==> config.mk <==
export PLATFORM = sky130hd
export DESIGN_NAME = dmem_bridge
export DESIGN_NICKNAME = d
export VERILOG_FILES = /design/src/rtl/dmem_bridge_pkg.sv /design/src/rtl/dmem_addr_map.sv /design/src/rtl/dmem_bridge.sv
export SDC_FILE = /design/constraint.sdc
export NUM_CORES = 1
export LEC_CHECK = 0
export ABC_AREA = 1
export CORE_UTILIZATION = 41
export DETAILED_ROUTE_END_ITERATION = 10
export PLACE_DENSITY = 0.81
export SLEW_MARGIN = 20
export SYNTH_ARGS = -nofsm -noshare
export SYNTH_HDL_FRONTEND = slang
export SYNTH_SLANG_ARGS = --single-unit
==> constraint.sdc <==
create_clock -name clk -period 3.9 [get_ports clk]
set_clock_uncertainty 0.1 [all_clocks]
set_input_delay 0.78 -clock clk [delete_from_list [all_inputs] [get_ports clk]]
set_output_delay 0.78 -clock clk [all_outputs]
set_load 0.02 [all_outputs]
==> src/rtl/dmem_bridge_pkg.sv <==
// Shared definitions for the data-memory bus bridge.
//   - FSM state encoding (IDLE/REQ/WAIT/DONE)
//   - bus size codes (byte/half/word)
//   - packed request-attribute payload carried on the bus during a request
//   - helper deriving the bus size from the ME-stage byte write enables
package dmem_bridge_pkg;

    localparam int unsigned DATA_W = 32;
    localparam int unsigned STRB_W = DATA_W / 8;

    typedef enum logic [1:0] {
        ST_IDLE = 2'd0,
        ST_REQ  = 2'd1,
        ST_WAIT = 2'd2,
        ST_DONE = 2'd3
    } state_e;

    localparam logic [1:0] SIZE_BYTE = 2'd0;
    localparam logic [1:0] SIZE_HALF = 2'd1;
    localparam logic [1:0] SIZE_WORD = 2'd2;

    // Attributes latched at request time and held on the bus until accepted
    typedef struct packed {
        logic              wr;
        logic [1:0]        size;
        logic [STRB_W-1:0] wstrb;
        logic [DATA_W-1:0] wdata;
    } req_attr_t;

    // Loads (wen==0) always move a full word; stores size from the strobe pattern
    function automatic logic [1:0] size_from_wen(input logic [STRB_W-1:0] wen);
        logic [1:0] size;
        case (wen)
            4'b0000, 4'b1111: size = SIZE_WORD;
            4'b0011, 4'b1100: size = SIZE_HALF;
            default:          size = SIZE_BYTE;
        endcase
        return size;
    endfunction

endpackage

==> src/rtl/dmem_addr_map.sv <==
// Combinational kseg0/kseg1 virtual-to-physical translation.
// Compiled only when DMEM_BRIDGE_VADDR_MAP_EN is defined.
//   addr_i : latched request address
//   addr_o : translated address (top three bits cleared for 0x8000_0000..0xBFFF_FFFF)
`ifdef DMEM_BRIDGE_VADDR_MAP_EN
module dmem_addr_map #(
    parameter int unsigned ADDR_W = 32
) (
    input  logic [ADDR_W-1:0] addr_i,
    output logic [ADDR_W-1:0] addr_o
);

    // Top two bits 2'b10 selects kseg0/kseg1; drop the segment bits
    always_comb begin
        addr_o = addr_i;
        if (addr_i[ADDR_W-1 -: 2] == 2'b10) begin
            addr_o[ADDR_W-1 -: 3] = 3'b000;
        end
    end

endmodule
`endif

==> src/rtl/dmem_bridge.sv <==
// Data-memory bus bridge behind the ME stage: turns a single-cycle ME memory
// request into an address/data-phase handshake bus transaction, stalls the
// pipeline until it completes and holds returned load data.
// Optional feature: DMEM_BRIDGE_VADDR_MAP_EN enables kseg0/kseg1 translation.
// Ports:
//   clk, rst                 clock, asynchronous active-high reset
//   mem_en/mem_wen/mem_addr/mem_wdata   ME-stage request
//   cpu_stall                ME held by another hazard (keeps DONE)
//   mem_rdata, mem_stall     registered load word, pipeline freeze
//   data_req/wr/size/addr/wdata/wstrb   bus request phase
//   data_addr_ok/data_data_ok/data_rdata bus responses
module dmem_bridge
    import dmem_bridge_pkg::*;
#(
    parameter int unsigned ADDR_W = 32
) (
    input  logic              clk,
    input  logic              rst,
    input  logic              mem_en,
    input  logic [STRB_W-1:0] mem_wen,
    input  logic [ADDR_W-1:0] mem_addr,
    input  logic [DATA_W-1:0] mem_wdata,
    input  logic              cpu_stall,
    output logic [DATA_W-1:0] mem_rdata,
    output logic              mem_stall,
    output logic              data_req,
    output logic              data_wr,
    output logic [1:0]        data_size,
    output logic [ADDR_W-1:0] data_addr,
    output logic [DATA_W-1:0] data_wdata,
    output logic [STRB_W-1:0] data_wstrb,
    input  logic              data_addr_ok,
    input  logic              data_data_ok,
    input  logic [DATA_W-1:0] data_rdata
);

    state_e            state_q, state_d;
    logic [ADDR_W-1:0] addr_q, addr_d;
    req_attr_t         attr_q, attr_d;
    logic [DATA_W-1:0] rdata_q, rdata_d;
    logic [ADDR_W-1:0] addr_lat_c;
    logic [ADDR_W-1:0] addr_map_c;

    // Loads are issued word-aligned; stores keep the byte address
    assign addr_lat_c = (|mem_wen) ? mem_addr : {mem_addr[ADDR_W-1:2], 2'b00};

`ifdef DMEM_BRIDGE_VADDR_MAP_EN
    dmem_addr_map #(.ADDR_W(ADDR_W)) u_addr_map (
        .addr_i (addr_lat_c),
        .addr_o (addr_map_c)
    );
`else
    assign addr_map_c = addr_lat_c;
`endif

    // State and request/response registers
    always_ff @(posedge clk or posedge rst) begin
        if (rst) begin
            state_q <= ST_IDLE;
            addr_q  <= '0;
            attr_q  <= '0;
            rdata_q <= '0;
        end else begin
            state_q <= state_d;
            addr_q  <= addr_d;
            attr_q  <= attr_d;
            rdata_q <= rdata_d;
        end
    end

    // Next-state and capture logic
    always_comb begin
        state_d = state_q;
        addr_d  = addr_q;
        attr_d  = attr_q;
        rdata_d = rdata_q;
        case (state_q)
            ST_IDLE: begin
                if (mem_en) begin
                    addr_d       = addr_map_c;
                    attr_d.wr    = |mem_wen;
                    attr_d.size  = size_from_wen(mem_wen);
                    attr_d.wstrb = mem_wen;
                    attr_d.wdata = mem_wdata;
                    state_d      = ST_REQ;
                end
            end
            ST_REQ: begin
                if (data_addr_ok) begin
                    if (data_data_ok) begin
                        rdata_d = data_rdata;
                        state_d = ST_DONE;
                    end else begin
                        state_d = ST_WAIT;
                    end
                end
            end
            ST_WAIT: begin
                // Stores capture as well; the value is simply not consumed
                if (data_data_ok) begin
                    rdata_d = data_rdata;
                    state_d = ST_DONE;
                end
            end
            ST_DONE: begin
                if (!cpu_stall) begin
                    state_d = ST_IDLE;
                end
            end
            default: state_d = ST_IDLE;
        endcase
    end

    assign data_req   = (state_q == ST_REQ);
    assign data_wr    = attr_q.wr;
    assign data_size  = attr_q.size;
    assign data_addr  = addr_q;
    assign data_wdata = attr_q.wdata;
    assign data_wstrb = attr_q.wstrb;
    assign mem_rdata  = rdata_q;

    // Combinational on mem_en so the pipeline freezes in the request cycle;
    // reset masks it so the stall drops together with the async reset
    assign mem_stall = (state_q == ST_IDLE && mem_en && !rst)
                     || (state_q == ST_REQ)
                     || (state_q == ST_WAIT);

`ifndef SYNTHESIS
    // Slave must only return data for an accepted, outstanding request
    a_data_ok_when_pending: assert property (@(posedge clk) disable iff (rst)
        data_data_ok |-> (state_q == ST_REQ || state_q == ST_WAIT));
`endif

endmodule

==> impl_metrics.py, run 1 <==
metrics = {
    "detailed_routing": {
        "wl_per_cell_um": 13.3,
        "ant_nets": 0,
        "drc": 0,
        "vias": 3724,
        "drt_wl_total_um": 10900,
        "first_pass_iters": 4,
        "via_per_inst": 4.54,
        "drt_iter0_drc": 210,
    },
    "sta": {
        "rsz0062_at_grt": "no",
        "drv_slew": 0,
        "hold_viol": 0,
        "setup_tns_ns": 0,
        "worst_pin_slew_ns": 0.846,
        "setup_violations": 0,
        "period_minus_slack_ns": 2.98,
        "finalCritPeriodShare_pct": 76.4,
        "fmax_mhz": 336,
        "maxSlewHeadroom_pct": 43.6,
    },
    "status": {
        "status": "complete, no violations",
    },
    "yosys": {
        "synth-async-reset-ratio_pct": 100,
        "yosysUniqueCellTypes": 17,
        "synthDominantCellAreaShare_pct": 60.5,
        "yosysSeqAreaShare_pct": 60.5,
        "syn_nets": 587,
        "ys.flop_type": "dfrtp_1",
        "synthTopCellsByArea": "dfrtp_1 (61%), nand2_1 (22%), o21ai_2 (6.5%), inv_1 (3.5%), buf_6 (1.8%)",
        "synth_seq_cells": 105,
        "synthTopCellsByCount": "nand2_1 (254), dfrtp_1 (105), inv_1 (40)",
        "synth_edf_count": 0,
        "syn_inst": 476,
        "synth_most_common_cell": "nand2_1",
        "yosysWarnings": 0,
        "syn_area_sq_um": 4340,
        "yosysTopAreaCell": "dfrtp_1",
        "avgSynthCellArea_sq_um": 9.12,
    },
    "global_routing": {
        "grt.total_usage_pct": 20.6,
        "grt_pass1_wl_um": 17900,
        "grt_pass1_vias": 3791,
        "antenna_found_initial": 0,
        "grt.overflow.total": 0,
        "grt_max_degree": 72,
    },
    "setup_path": {
        "cp_slowest_cell": "clkdlybuf4s50_1",
        "crit_top_cell": "clkdlybuf4s50_1",
        "crit_chain": "clkdlybuf4s50_1 > nand2_2 > o21bai_1 > clkdlybuf4s50_1",
        "reg2reg_from": "state_q[0]",
        "reg2regPathDepth": 9,
        "cp.required_ns": 3.02,
        "cp-end-kind": "output port",
        "crit_arrival_ns": 2.10,
        "rrSetupSlack_ns": 1.56,
        "regToRegEndpoint": "data_size[1]",
        "cp_max_fo": 2,
        "slowest_delay_ns": 0.63,
        "crit_path_start_kind": "input pin",
        "path_class": "in -> out",
    },
    "cts": {
        "cts-htree-levels": 3,
        "cts_tree": "yes",
        "clkLatencyLatePin_ns": 0.35,
        "cts_setup_buffers": 0,
        "cts_made_buffers": 9,
        "cts_resized": 0,
        "cts_hold_buf": 0,
        "cts.sinks": 105,
        "path_clk_slew_ns": 0.09,
        "ctsLongestPathBuffers": 2,
        "root_buffer": "clkbuf_8",
    },
    "final_layout": {
        "drive_above_1_share_pct": 8.03,
        "final_cells": 821,
        "syn_to_final_growth_pct": 54.2,
        "num_antenna_cells": 0,
        "final_net_count": 792,
        "fin_area_sq_um": 6700,
    },
    "die": {
        "ios": 211,
        "die-width_um": 105,
        "dieArea_sq_um": 11000,
        "die_h_um": 105,
        "core_sq_um": 10300,
        "row_count": 37,
        "start_util_pct": 42.3,
    },
    "power_and_ir_drop": {
        "ir_drop_v": 0.000493,
        "p_leak_nw": 3.31,
        "powerDensity_nw_per_um2": 809,
    },
    "worst_hold_path": {
        "min_path_type": "reg -> reg",
        "hold_start": "data_wstrb[2]",
        "whs_endpoint": "data_wstrb[2]",
        "hold_path_depth": 2,
    },
    "run": {
        "drv_cap": 0,
    },
    "placed_design": {
        "io_buffers": 210,
        "placed_area_sq_um": 6500,
        "dp_hpwl_um": 7970,
        "dp.cells": 806,
        "gp_congestion": 0.790,
    },
}
## critical path: cells and delay by family
family                 cells  cell delay, ns
buffers and inverters      2            1.13
AOI/OAI and AO/OA          1            0.12
and+or+nand+nor            1            0.07
## metrics by stage
| step | hold WS [ns] | setup WS (ns) | power [mW] | util (%) |
|---|---|---|---|---|
| 2_1_floorplan | 0.438 | 0.259 | 3.47 | - |
| 3_3_place_gp | 0.360 | 0.920 | 4.71 | 63.3 |
| 3_5_place_dp | 0.364 | 0.940 | 4.81 | 63.3 |
| 4_1_cts | 0.389 | 0.924 | 5.50 | 65.2 |
| 5_1_grt | 0.405 | 0.815 | 5.80 | 65.2 |
| 6_report | 0.382 | 0.922 | 5.42 | 65.2 |
## registers in the layout, summed over array words and instances, names as in the netlist
name	flops
mem_rdata	32
data_size	2
data_addr	32
data_wr	1
data_wdata	32
state_q	2
data_wstrb	4
## area by class of cell
type / instances / area, sq um
Timing Repair Buffer: 214 / 2140
Fill cell: 839 / 3580
Multi-Input combinational cell: 310 / 1400
Tap cell: 136 / 170
Sequential cell: 105 / 2630
Inverter: 41 / 158
Clock buffer: 11 / 141
Clock inverter: 4 / 53.8
## kinds of logic (layout without fill, tap and decap cells)
| logic type | count (synthesis) | count (layout) | synth area share [%] |
|---|---|---|---|
| AOI/OAI and AO/OA | 36 | 36 | 6.97 |
| DFF | 105 | 105 | 60.5 |
| and+or+nand+nor | 269 | 269 | 23.9 |
| adders and majority gates | 5 | 5 | 1.44 |
| buffers and inverters | 61 | 270 | 7.23 |
## power breakdown
group / total, mW / switching [mW] / internal [mW]
logic: 2.87 / 1.56 / 1.31
clock network: 0.660 / 0.348 / 0.313
registers: 1.89 / 0.287 / 1.60
## how the worst max path moves through the flow
stage                     from            to  cells past startpoint
finish                  mem_en     mem_stall                      4
global route        state_q[1]     mem_stall                      6
CTS                     mem_en     mem_stall                      4
detailed placement      mem_en     mem_stall                      4
global placement        mem_en     mem_stall                      4
floorplan                  rst  data_addr[0]                      1
## per-layer routing
layer	wire [um]	vias up	GRT usage, %
met5	0	-	0
li1	-	1831	-
met4	143	0	7.85
met1	4430	1725	24.8
met3	1080	12	7.49
met2	5270	156	33.6
## placed cells by master, fill, tap and decap left out
master / synthesis / routed
clkinv_2: 1 / 1
ha_1: 5 / 5
clkbuf_8: 0 / 10
clkinv_4: 0 / 1
nand2_2: 2 / 2
nand3_4: 1 / 1
o21ai_2: 32 / 32
bufinv_16: 0 / 1
nand2_1: 254 / 254
buf_12: 0 / 1
o21ai_0: 2 / 2
o21bai_1: 1 / 1
dfrtp_1: 105 / 105
clkdlybuf4s50_1: 0 / 210
inv_4: 0 / 1
inv_1: 40 / 39
nand3_1: 3 / 3
buf_4: 6 / 3
nor2_1: 8 / 8
clkinvlp_4: 0 / 2
o21ai_1: 1 / 1
clkbuf_1: 0 / 1
nand3b_1: 1 / 1
Note: power is estimated with default switching activity, not from simulation.
==> inputs of run 2 (changes only) <==
Clock period 3.9 ns to 2.89 ns, I/O delays scaled along.
==> run 2 against run 1 <==
Total power is 37% higher; sequential power up 34%; register-to-register slack lost 0.68 ns; clock-buffer cell count stayed put; worst hold slack improved by 0.0030 ns; sequential share of layout area is 0.28 points lower.
==> impl_metrics.py, run 2 (synthesis results as in run 1) <==
metrics = {
    "global_routing": {
        "grt.total_usage_pct": 21.1,
        "busiest_layer": "met2",
        "grt_use_met1_pct": 25.7,
        "grt.overflow.total": 0,
        "use_met3_pct": 7.80,
        "grt_pass1_vias": 3861,
        "use_met2_pct": 35.4,
        "antenna_found_initial": 0,
        "grt_pass1_wl_um": 18500,
        "grt_max_degree": 71,
    },
    "setup_path": {
        "crit_arrival_ns": 2.08,
        "path_class": "reg -> out",
        "cp_max_fo": 5,
        "cp.required_ns": 2.21,
        "crit_path_start_kind": "register",
        "crit_chain": "inv_1 > ha_1 > inv_1 > nand2_2 > o21bai_1 > clkdlybuf4s50_1",
        "cp-end-kind": "output port",
        "cp_slowest_cell": "clkdlybuf4s50_1",
        "crit_top_cell": "inv_1",
        "slowest_delay_ns": 0.65,
    },
    "die": {
        "die-width_um": 105,
        "row_count": 37,
        "ios": 211,
        "core_sq_um": 10300,
        "dieArea_sq_um": 11000,
        "die_h_um": 105,
        "start_util_pct": 42.3,
    },
    "run": {
        "drv_cap": 0,
    },
    "sta": {
        "drv_slew": 0,
        "fmax_mhz": 363,
        "maxSlewHeadroom_pct": 51.9,
        "worst_slack_ns": 0.137,
        "hold-worst-slack_ns": 0.385,
        "setup_violations": 0,
        "rsz0062_at_grt": "no",
        "hold_viol": 0,
        "finalCritPeriodShare_pct": 95.3,
        "period_minus_slack_ns": 2.75,
        "setup_tns_ns": 0,
        "worst_pin_slew_ns": 0.721,
    },
    "detailed_routing": {
        "ant_nets": 0,
        "via_per_inst": 4.51,
        "drt_iter0_drc": 227,
        "drc": 0,
        "first_pass_iters": 6,
        "wl_per_cell_um": 13.6,
        "vias": 3722,
        "drt_wl_total_um": 11200,
    },
    "placed_design": {
        "io_buffers": 210,
        "placed_area_sq_um": 6530,
        "place_ws_ns": 0.238,
        "gp_congestion": 0.781,
        "dp_hpwl_um": 8250,
    },
    "cts": {
        "cts_tree": "yes",
        "cts_hold_buf": 0,
        "cts-htree-levels": 3,
        "cts_made_buffers": 9,
        "root_buffer": "clkbuf_8",
        "path_clk_slew_ns": 0.10,
        "clkLatencyLatePin_ns": 0.35,
        "cts_setup_buffers": 0,
        "cts_resized": 0,
        "ctsLongestPathBuffers": 2,
        "cts.sinks": 105,
    },
    "final_layout": {
        "drive_above_1_share_pct": 8.56,
        "fillers": 832,
        "syn_to_final_growth_pct": 55.3,
        "final_common_cell": "nand2_1",
        "num_antenna_cells": 0,
        "multi_input_area_sq_um": 1400,
        "final_cell_mix": "nand2_1 (254), clkdlybuf4s50_1 (210), dfrtp_1 (105)",
        "final_net_count": 795,
        "seq_area_sq_um": 2630,
        "fin_area_sq_um": 6750,
    },
    "status": {
        "status": "complete, no violations",
    },
    "power_and_ir_drop": {
        "ir_drop_v": 0.000597,
        "power.total_mw": 7.45,
        "p_leak_nw": 3.35,
        "powerDensity_nw_per_um2": 1100,
    },
    "worst_hold_path": {
        "min_path_type": "reg -> reg",
    },
}
[run 2: layer usage]
metal	wire (um)	vias up
met3	1140	13
met5	0	-
met4	114	0
li1	-	1835
met1	4590	1720
met2	5360	154
[run 2: power by group]
group / switching (mW) / internal (mW)
clock: 0.480 / 0.511
combinational: 2.13 / 1.78
sequential: 0.378 / 2.16
[run 2: cell type report]
cell class | instances | area share [%]
clock buffers | 11 | 2.10
repair buffers | 217 | 32.1
flip-flops and latches | 105 | 39.0
multi-input cells | 310 | 20.8
clock inverters | 5 | 1.17
inverters | 41 | 2.36
well taps | 136 | 2.52
[run 2: through the flow]
step,util (%),std cells
final,65.6,825
after global routing,65.6,825
after CTS,65.6,825
after detailed placement,63.5,809
after global placement,63.5,809
after floorplan,-,476
[run 2: worst paths after layout]
check                      cells after the start        endpoint  slack [ns]    startpoint
max                                            6       mem_stall        0.14    state_q[1]
min                                            2    data_addr[8]        0.38  data_addr[8]
max reg2reg                                    7    data_addr[2]        0.88    state_q[0]
min reg2reg                                    2    data_addr[8]        0.38  data_addr[8]
max in group asynchronous                      3  data_wdata[23]        1.52           rst
min in group asynchronous                      3   data_wdata[4]        0.68           rst
[run 2: critical path, delay by kind of cell (launching register included)]
family / cells / cell delay [ns]
and+or+nand+nor: 1 / 0.08
AOI/OAI and AO/OA: 1 / 0.13
buffers and inverters: 3 / 0.85
adders and majority gates: 1 / 0.23
DFF: 1 / 0.44
==> inputs of run 3 (changes only) <==
Settings changed: CORE_UTILIZATION 41 to 50, DONT_BUFFER_PORTS set to 1, PLACE_DENSITY 0.81 to unset.
==> run 3 against run 2 <==
Clock power down 4.3%; flip-flop and latch count did not move; combinational power shrank 63%; cell count is 29% lower; fmax grew 16%; setup slack improved by 0.39 ns; largest cell class unchanged; critical path depth did not move; critical endpoint unchanged; highest routed layer unchanged; register-to-register slack improved by 0.14 ns; global-route usage is 1.0 points lower.
==> impl_metrics.py, run 3 (synthesis results as in run 1) <==
metrics = {
    "status": {
        "status": "complete, no violations",
    },
    "die": {
        "dieArea_sq_um": 9060,
        "start_util_pct": 52.3,
        "die-width_um": 95.2,
        "row_count": 33,
        "ios": 211,
        "die_h_um": 95.2,
        "core_sq_um": 8300,
    },
    "sta": {
        "finalCritPeriodShare_pct": 81.9,
        "setup_tns_ns": 0,
        "hold_viol": 0,
        "drv_slew": 0,
        "worst_pin_slew_ns": 0.681,
        "period_minus_slack_ns": 2.37,
        "worst_slack_ns": 0.523,
        "fmax_mhz": 422,
        "rsz0062_at_grt": "no",
        "hold-worst-slack_ns": 0.0696,
        "maxSlewHeadroom_pct": 54.6,
        "setup_violations": 0,
    },
    "power_and_ir_drop": {
        "netSwitchingFraction_pct": 46.7,
        "p_sw_mw": 2.76,
        "pwr-share-clk_pct": 16.0,
        "ir_drop_v": 0.000549,
        "seqPwrFrac_pct": 59.3,
        "powerDensity_nw_per_um2": 1280,
        "pwr-share-comb_pct": 24.6,
        "p_leak_nw": 2.54,
        "p_int_mw": 3.16,
    },
    "detailed_routing": {
        "first_pass_iters": 4,
        "vias": 2880,
        "ant_nets": 0,
        "wl_per_cell_um": 15.5,
        "drt_wl_total_um": 9020,
        "via_per_inst": 4.93,
        "drc": 0,
        "drt_iter0_drc": 97,
    },
    "placed_design": {
        "gp_congestion": 0.857,
        "placed_area_sq_um": 4400,
        "place_ws_ns": 0.903,
        "dp_hpwl_um": 6410,
        "io_buffers": 0,
    },
    "global_routing": {
        "use_met3_pct": 9.73,
        "grt.overflow.total": 0,
        "grt.total_usage_pct": 20.1,
        "grt_pass1_wl_um": 13700,
        "antenna_found_initial": 0,
        "grt_pass1_vias": 2898,
        "grt_use_met1_pct": 21.9,
        "use_met2_pct": 32.3,
        "busiest_layer": "met2",
        "grt_max_degree": 68,
    },
    "final_layout": {
        "fillers": 758,
        "syn_to_final_growth_pct": 6.11,
        "final_net_count": 585,
        "num_antenna_cells": 0,
        "drive_above_1_share_pct": 12.5,
        "seq_area_sq_um": 2630,
        "fin_util_pct": 55.5,
        "fin_area_sq_um": 4610,
        "final_common_cell": "nand2_1",
        "multi_input_area_sq_um": 1400,
        "final_cell_mix": "nand2_1 (254), dfrtp_1 (105), inv_1 (39)",
    },
    "setup_path": {
        "crit_arrival_ns": 1.69,
        "path_class": "reg -> out",
        "crit_top_cell": "inv_1",
        "cp-end-kind": "output port",
        "reg2regPathDepth": 6,
        "rrSetupSlack_ns": 1.02,
        "crit_chain": "inv_1 > ha_1 > inv_1 > nand2_2 > o21bai_1 > buf_4",
        "crit_path_start_kind": "register",
        "cp_max_fo": 5,
        "cp.required_ns": 2.21,
        "slowest_delay_ns": 0.43,
        "cp_slowest_cell": "dfrtp_1",
    },
    "cts": {
        "cts-htree-levels": 3,
        "ctsLongestPathBuffers": 2,
        "cts_resized": 0,
        "cts_setup_buffers": 0,
        "cts.sinks": 105,
        "cts_made_buffers": 9,
        "cts_hold_buf": 0,
        "cts_tree": "yes",
        "root_buffer": "clkbuf_8",
        "clkLatencyLatePin_ns": 0.35,
        "path_clk_slew_ns": 0.10,
    },
    "worst_hold_path": {
        "min_path_type": "in -> async",
    },
    "run": {
        "drv_cap": 0,
    },
}
==> run 3: stage by stage <==
| stage | instances | total power [mW] |
|---|---|---|
| floorplan | 476 | 4.69 |
| global placement | 568 | 4.96 |
| detailed placement | 568 | 5.05 |
| CTS | 584 | 6.00 |
| global route | 584 | 6.37 |
| finish | 584 | 5.92 |
==> run 3: worst max-delay path, delay by kind of cell (launching register included) <==
family                   cells  cell delay [ns]
adder cells (fa/ha/maj)      1             0.34
AND/OR/NAND/NOR              1             0.09
flip-flops                   1             0.43
buffers and inverters        3             0.36
AO/OA/AOI/OAI                1             0.11
==> run 3: worst paths after layout <==
check / start / endpoint
setup / recovery: state_q[1] / mem_stall
hold / removal: rst / mem_rdata[11]
setup reg to reg: state_q[0] / data_wdata[1]
hold reg to reg: state_q[0] / state_q[0]
max in group asynchronous: rst / data_wdata[31]
min in group clk: mem_addr[15] / data_addr[15]
==> run 3: per-layer routing <==
| metal | wire length [um] | part of all wire [%] | vias up |
|---|---|---|---|
| li1 | - | - | 1417 |
| met1 | 3440 | 38 | 1301 |
| met2 | 4200 | 46 | 141 |
| met4 | 268 | 3.0 | 0 |
| met3 | 1120 | 12 | 21 |
| met5 | 0 | 0 | - |
==> run 3: power by group through the flow <==
stage               Sequential, mW  Combinational (mW)  Clock (mW)
finish                        3.51                1.46       0.948
global route                  3.62                1.72        1.04
CTS                           3.53                1.49       0.980
detailed placement            3.56                1.49           0
global placement              3.55                1.41           0
floorplan                     3.37                1.32           0
==> run 3: layout make-up <==
class                      count  area share [%]
clock buffer                  11            3.29
timing repair buffer           7            1.68
tap                          105            2.85
inverter                      41            3.45
clock inverter                 5            1.30
multi-input combinational    310            30.4
sequential                   105            57.0
